$ cat src/rtl/load_store_unit_pkg.sv
// Shared definitions for the load/store unit: FSM state type, RV32I funct3
// codes for loads/stores, default memory depth and the request legality check.
package load_store_unit_pkg;

    typedef enum logic [1:0] {
        ST_IDLE = 2'd0,
        ST_RD   = 2'd1,
        ST_WR   = 2'd2,
        ST_RESP = 2'd3
    } lsu_state_t;

    localparam logic [2:0] F3_LB  = 3'b000;
    localparam logic [2:0] F3_LH  = 3'b001;
    localparam logic [2:0] F3_LW  = 3'b010;
    localparam logic [2:0] F3_LBU = 3'b100;
    localparam logic [2:0] F3_LHU = 3'b101;
    localparam logic [2:0] F3_SB  = 3'b000;
    localparam logic [2:0] F3_SH  = 3'b001;
    localparam logic [2:0] F3_SW  = 3'b010;

    localparam int unsigned DEPTH_WORDS_DEFAULT = 256;

    // True when the request must be answered with resp_err and no memory access.
    function automatic logic access_error(
        input logic        we,
        input logic [2:0]  funct3,
        input logic [31:0] addr,
        input int unsigned depth_words
    );
        logic legal;
        logic misaligned;
        logic out_of_range;
        if (we) begin
            legal = (funct3 == F3_SB) || (funct3 == F3_SH) || (funct3 == F3_SW);
        end else begin
            legal = (funct3 == F3_LB) || (funct3 == F3_LH) || (funct3 == F3_LW) ||
                    (funct3 == F3_LBU) || (funct3 == F3_LHU);
        end
        // funct3[1:0] encodes access size for both loads and stores
        misaligned   = ((funct3[1:0] == 2'b01) && addr[0]) ||
                       ((funct3[1:0] == 2'b10) && (addr[1:0] != 2'b00));
        out_of_range = (addr >= (depth_words << 2));
        return !legal || misaligned || out_of_range;
    endfunction

endpackage

$ cat src/rtl/load_store_unit_align.sv
// Lane steering for the load/store unit (combinational).
//   funct3      : RV32I load/store funct3
//   byte_off    : byte offset within the word (addr[1:0])
//   word_in     : word read from memory
//   store_data  : store operand (low byte/half used for SB/SH)
//   load_data   : selected lane, sign/zero-extended
//   merged_word : word_in with the addressed byte/half replaced (whole word for SW)
module lsu_align
    import load_store_unit_pkg::*;
(
    input  logic [2:0]  funct3,
    input  logic [1:0]  byte_off,
    input  logic [31:0] word_in,
    input  logic [31:0] store_data,
    output logic [31:0] load_data,
    output logic [31:0] merged_word
);

    logic [31:0] shifted;

    always_comb begin
        shifted = word_in >> {byte_off, 3'b000};
        unique case (funct3)
            F3_LB:   load_data = {{24{shifted[7]}}, shifted[7:0]};
            F3_LH:   load_data = {{16{shifted[15]}}, shifted[15:0]};
            F3_LW:   load_data = word_in;
            F3_LBU:  load_data = {24'h0, shifted[7:0]};
            F3_LHU:  load_data = {16'h0, shifted[15:0]};
            default: load_data = 32'h0;
        endcase
    end

    always_comb begin
        merged_word = word_in;
        case (funct3[1:0])
            2'b00:   merged_word[{byte_off, 3'b000} +: 8]        = store_data[7:0];
            2'b01:   merged_word[{byte_off[1], 4'b0000} +: 16]   = store_data[15:0];
            default: merged_word = store_data;
        endcase
    end

endmodule

$ cat src/rtl/load_store_unit.sv
// Byte-addressed load/store front end for a word-addressed data memory.
// Accepts one RV32I load/store, performs sub-word stores as read-modify-write,
// extends load data and flags misaligned, out-of-range or illegal requests.
//   clk, rst               : clock, asynchronous active-low reset
//   req_valid/req_ready    : request handshake (ready only in IDLE)
//   req_we/funct3/addr/wdata : request fields, latched on accept
//   resp_valid/rdata/err   : one-cycle response pulse
//   mem_addr/wdata/rd_en/wr_en, mem_rdata : word memory port (combinational read)
//
// state   | meaning
// IDLE    | waiting for a request
// RD      | memory read: load lane capture, or old word for SB/SH merge
// WR      | memory write strobe
// RESP    | response pulse, bubble before next accept
module load_store_unit
    import load_store_unit_pkg::*;
#(
    parameter int unsigned DEPTH_WORDS = DEPTH_WORDS_DEFAULT
) (
    input  logic        clk,
    input  logic        rst,
    input  logic        req_valid,
    output logic        req_ready,
    input  logic        req_we,
    input  logic [2:0]  req_funct3,
    input  logic [31:0] req_addr,
    input  logic [31:0] req_wdata,
    output logic        resp_valid,
    output logic [31:0] resp_rdata,
    output logic        resp_err,
    output logic [31:0] mem_addr,
    output logic [31:0] mem_wdata,
    output logic        mem_rd_en,
    output logic        mem_wr_en,
    input  logic [31:0] mem_rdata
);

    lsu_state_t  state;
    logic        we_q;
    logic [2:0]  funct3_q;
    logic [1:0]  off_q;
    logic [31:0] wdata_q;
    logic [31:0] load_data;
    logic [31:0] merged_word;

    lsu_align u_align (
        .funct3      (funct3_q),
        .byte_off    (off_q),
        .word_in     (mem_rdata),
        .store_data  (wdata_q),
        .load_data   (load_data),
        .merged_word (merged_word)
    );

    always_ff @(posedge clk or negedge rst) begin
        if (!rst) begin
            state      <= ST_IDLE;
            req_ready  <= 1'b0;
            we_q       <= 1'b0;
            funct3_q   <= 3'b000;
            off_q      <= 2'b00;
            wdata_q    <= 32'h0;
            resp_valid <= 1'b0;
            resp_rdata <= 32'h0;
            resp_err   <= 1'b0;
            mem_addr   <= 32'h0;
            mem_wdata  <= 32'h0;
            mem_rd_en  <= 1'b0;
            mem_wr_en  <= 1'b0;
        end else begin
            resp_valid <= 1'b0;
            case (state)
                ST_IDLE: begin
                    req_ready <= 1'b1;
                    if (req_valid && req_ready) begin
                        req_ready  <= 1'b0;
                        we_q       <= req_we;
                        funct3_q   <= req_funct3;
                        off_q      <= req_addr[1:0];
                        wdata_q    <= req_wdata;
                        resp_rdata <= 32'h0;
                        if (access_error(req_we, req_funct3, req_addr, DEPTH_WORDS)) begin
                            resp_err   <= 1'b1;
                            resp_valid <= 1'b1;
                            state      <= ST_RESP;
                        end else begin
                            resp_err <= 1'b0;
                            mem_addr <= {2'b00, req_addr[31:2]};
                            // Full-word stores need no old data, so they skip the read.
                            if (req_we && (req_funct3 == F3_SW)) begin
                                mem_wdata <= req_wdata;
                                mem_wr_en <= 1'b1;
                                state     <= ST_WR;
                            end else begin
                                mem_rd_en <= 1'b1;
                                state     <= ST_RD;
                            end
                        end
                    end
                end
                ST_RD: begin
                    mem_rd_en <= 1'b0;
                    if (we_q) begin
                        mem_wdata <= merged_word;
                        mem_wr_en <= 1'b1;
                        state     <= ST_WR;
                    end else begin
                        resp_rdata <= load_data;
                        resp_valid <= 1'b1;
                        state      <= ST_RESP;
                    end
                end
                ST_WR: begin
                    mem_wr_en  <= 1'b0;
                    resp_valid <= 1'b1;
                    state      <= ST_RESP;
                end
                ST_RESP: begin
                    resp_rdata <= 32'h0;
                    resp_err   <= 1'b0;
                    req_ready  <= 1'b1;
                    state      <= ST_IDLE;
                end
                default: begin
                    mem_rd_en <= 1'b0;
                    mem_wr_en <= 1'b0;
                    req_ready <= 1'b0;
                    state     <= ST_IDLE;
                end
            endcase
        end
    end

endmodule
$ cat config.mk
export PLATFORM = sky130hd
export DESIGN_NAME = load_store_unit
export DESIGN_NICKNAME = d
export VERILOG_FILES = /design/src/rtl/load_store_unit_pkg.sv /design/src/rtl/load_store_unit_align.sv /design/src/rtl/load_store_unit.sv
export SDC_FILE = /design/constraint.sdc
export NUM_CORES = 1
export LEC_CHECK = 0
export CAP_MARGIN = 5
export CELL_PAD_IN_SITES_DETAIL_PLACEMENT = 0
export CELL_PAD_IN_SITES_GLOBAL_PLACEMENT = 1
export CORE_MARGIN = 4
export CORE_UTILIZATION = 40
export CTS_CLUSTER_DIAMETER = 100
export DETAILED_ROUTE_END_ITERATION = 12
export PLACE_DENSITY = 0.86
export SLEW_MARGIN = 5
export SYNTH_ARGS = -nofsm -noshare
export SYNTH_HDL_FRONTEND = slang
export SYNTH_SLANG_ARGS = --single-unit
$ cat constraint.sdc
create_clock -name clk -period 4 [get_ports clk]
set_clock_uncertainty 0.1 [all_clocks]
set_input_delay 0.8 -clock clk [delete_from_list [all_inputs] [get_ports clk]]
set_output_delay 0.8 -clock clk [all_outputs]
set_load 0.01 [all_outputs]
==> qor.yml <==
setup_path:
  cp_num_buf_inv: 1
  crit_chain: "inv_1 > ha_1 > or3b_1 > nor4b_4 > nand2_1 > a41oi_1 > mux2_1"
  cp_slowest_cell: "dfrtp_1"
  critical_path.startpoint_type: "flop"
  delay_contributed_by_the_slowest_stage_of_the_critical_path_ps: 720
  end_kind: "flop"
  crit_arrival_ps: 3370
  cp_top_family: "simple AND/OR/NAND/NOR gates"
  worst-path-max-fanout: 15
  crit_required_ps: 4260
  critical_path_class: "reg2reg"
clock_network:
  clock_tree.buffer_depth: 2
  cts_root_buf: "clkbuf_16"
  clk_latency_ps: 420
  cts_repair_resize_count: 0
  clk_pin_slew_worst_paths_ps: 60
  post_cts_buffers: 0
  cts_tree: "yes"
  numCtsBuffers: 17
  cts-hold-fix-buffers: 0
  clock_sink_count: 139
  cts.htree.levels: 4
synth:
  synth_top_flop_cell: "dfrtp_1"
  yosysMostFrequentCell: "dfrtp_1"
  synth.cells.most_frequent: "dfrtp_1 (139), nand2_1 (81), nor2_1 (54)"
  synthDominantAreaCellType: "dfrtp_1"
  ys_async_sr_fraction_pct: 100
  synthesis.area_per_instance_um2: 11.1
  synth_enable_flop_cells: 0
  seq_area_frac_synth_pct: 48.4
  synth.cell_area_mm2: 0.00718
  ys_warn_count: 0
  netlist.area_leader.share_pct: 48.4
  postSynthRegisterBits: 139
  postSynthCellCount: 646
  yosysUniqueCellTypes: 61
  synth_top_cells_by_area: "dfrtp_1 (48%), mux2_2 (7.5%), mux2_4 (4.6%)"
routing:
  wl_um: 22300
  vias: 6023
  dr.first_iter.drc_count: 454
  final_antenna_net_count: 0
  detail_route.first_pass.iterations: 5
  drt-wirelength-per-cell_um: 20.9
  remaining_drcs: 0
  routed_via_density: 5.64
sta:
  rsz_0062_raised_after_global_routing: "no"
  timing.final.max_slew_violations: 0
  relSlewSlack_pct: 24.1
  achievable-frequency_ghz: 0.321
  finalHoldViolCount: 0
  post-route-min-period_ps: 3120
  total_setup_violations_reported_at_the_end_of_the_flow: 0
  final_worst_hold_slack_ps: 333
  worst_slew_pin_slew_ps: 1130
  fin_crit_sh_pct: 77.9
  setup_total_negative_slack_ps: 0
place:
  gp_congestion: 0.892
  portBuffers: 201
  dp_cells: 1037
  placedInstanceArea_mm2: 0.00934
  dp_hpwl_um: 16200
run:
  cap_viol_max_count: 0
global_routing:
  grt-ovfl-total: 0
  grt_first_pass_wirelength_um: 34400
  antenna_violations_before_repair: 1
  grtUsageTotal_pct: 22.2
  first_global_vias: 6154
  pin_count_of_the_biggest_net_entering_global_routing: 88
outcome:
  run_status: "complete, no violations"
die:
  placeableCoreArea_mm2: 0.0174
  io-pin-count: 204
  floorplan.die_area_mm2: 0.0202
  die-height_um: 142
  placement_rows: 48
  fp.dieW_um: 142
  initial_utilization_pct: 41.2
final_layout:
  design_area_mm2: 0.00994
  final_cell_count_no_fill: 1068
  num-fill-cells: 1460
  n_antenna_cell: 0
  num-nets-final: 944
  final_layout_size_suffix_gt1_share_pct: 15.2
  area_growth_syn_to_layout_pct: 38.4
pwr:
  leakage_nw: 4.33
  pwr_density_cell_mw_per_mm2: 726
  p_total_mw: 7.21
  irDropWorstVdd_v: 0.000369
min_path:
  holdCritPathClass: "in2async"
sequential cells by signal, indices dropped and copies added (netlist names):
name and count:
funct3_q 3, mem_addr 30, mem_rd_en 1, mem_wdata 32
mem_wr_en 1, off_q 2, req_ready 1, resp_err 1
resp_rdata 32, resp_valid 1, state 2, wdata_q 32
we_q 1
report_power, final:
group | internal, mW | total, mW | switching (mW) | leakage, nW
Combinational | 1.67 | 3.27 | 1.61 | 2.26
Clock | 1.01 | 1.61 | 0.607 | 0.288
Sequential | 1.89 | 2.33 | 0.437 | 1.78
worst reg2reg max path, stage by stage (launching register included):
cell     delay (ps)
dfrtp_1         720
inv_1           270
ha_1            390
or3b_1          430
nor4b_4         570
nand2_1         110
a41oi_1         280
mux2_1          180
cells in the final DEF, fill, tap and decap left out, types with 10 or more instances in the layout:
cell / netlist / layout
a22oi_1: 10 / 10
nand2_1: 81 / 81
a22o_1: 11 / 11
a221o_1: 17 / 17
o21ai_0: 18 / 18
nor2_1: 54 / 54
dfrtp_1: 139 / 139
a211o_1: 10 / 10
mux2_4: 22 / 22
nor2b_1: 32 / 32
a221oi_1: 14 / 14
clkbuf_16: 0 / 17
clkdlybuf4s50_1: 0 / 200
inv_1: 12 / 12
mux2_2: 48 / 48
a21oi_1: 16 / 16
logic make-up (layout without fill, tap and decap cells):
kind of cell	count (synthesis)	after routing	synth area share [%]
other cells	1	2	0.0522
simple gates	209	209	14.1
compound gates	136	136	14.9
mux	94	94	17.0
buf+inv	57	253	3.75
flops	139	139	48.4
fa+ha+maj	10	10	1.74
layout make-up:
type,count,area [µm²],area share [%]
tap,225,282,2.83
clock inverter,11,145,1.46
clock buffer,20,457,4.60
sequential,139,3480,35.0
timing repair buffer,209,2090,21.0
inverter,13,48.8,0.491
multi-input combinational,451,3440,34.6
path summary, 6_finish.rpt:
| check | from | to | slack (ps) | cells past startpoint |
|---|---|---|---|---|
| worst max-delay path | off_q[1] | mem_wdata[15] | 880 | 7 |
| worst min-delay path | rst | resp_rdata[12] | 330 | 1 |
| worst max register to register | off_q[1] | mem_wdata[15] | 880 | 7 |
| worst min register to register | wdata_q[24] | wdata_q[24] | 380 | 2 |
| max in group asynchronous | rst | wdata_q[25] | 2710 | 2 |
| min in group clk | wdata_q[24] | wdata_q[24] | 380 | 2 |
routing by layer:
layer | part of all wire (%) | vias to the layer above | wire [µm] | global-route usage (%)
met3 | 10 | 59 | 2250 | 8.17
met4 | 3.6 | 2 | 794 | 9.29
met2 | 45 | 298 | 10000 | 34.4
met5 | 0.058 | - | 13 | 0
met1 | 41 | 2942 | 9200 | 28.2
li1 | - | 2722 | - | -
through the flow:
| stage | util [%] | setup slack, ps |
|---|---|---|
| 4_1_cts | 57.1 | 930 |
| 5_1_grt | 57.1 | 749 |
| 3_3_place_gp | 53.6 | 797 |
| 3_5_place_dp | 53.6 | 703 |
| 2_1_floorplan | - | 1560 |
| 6_report | 57.1 | 884 |
Note: power is estimated with default switching activity, not from simulation.
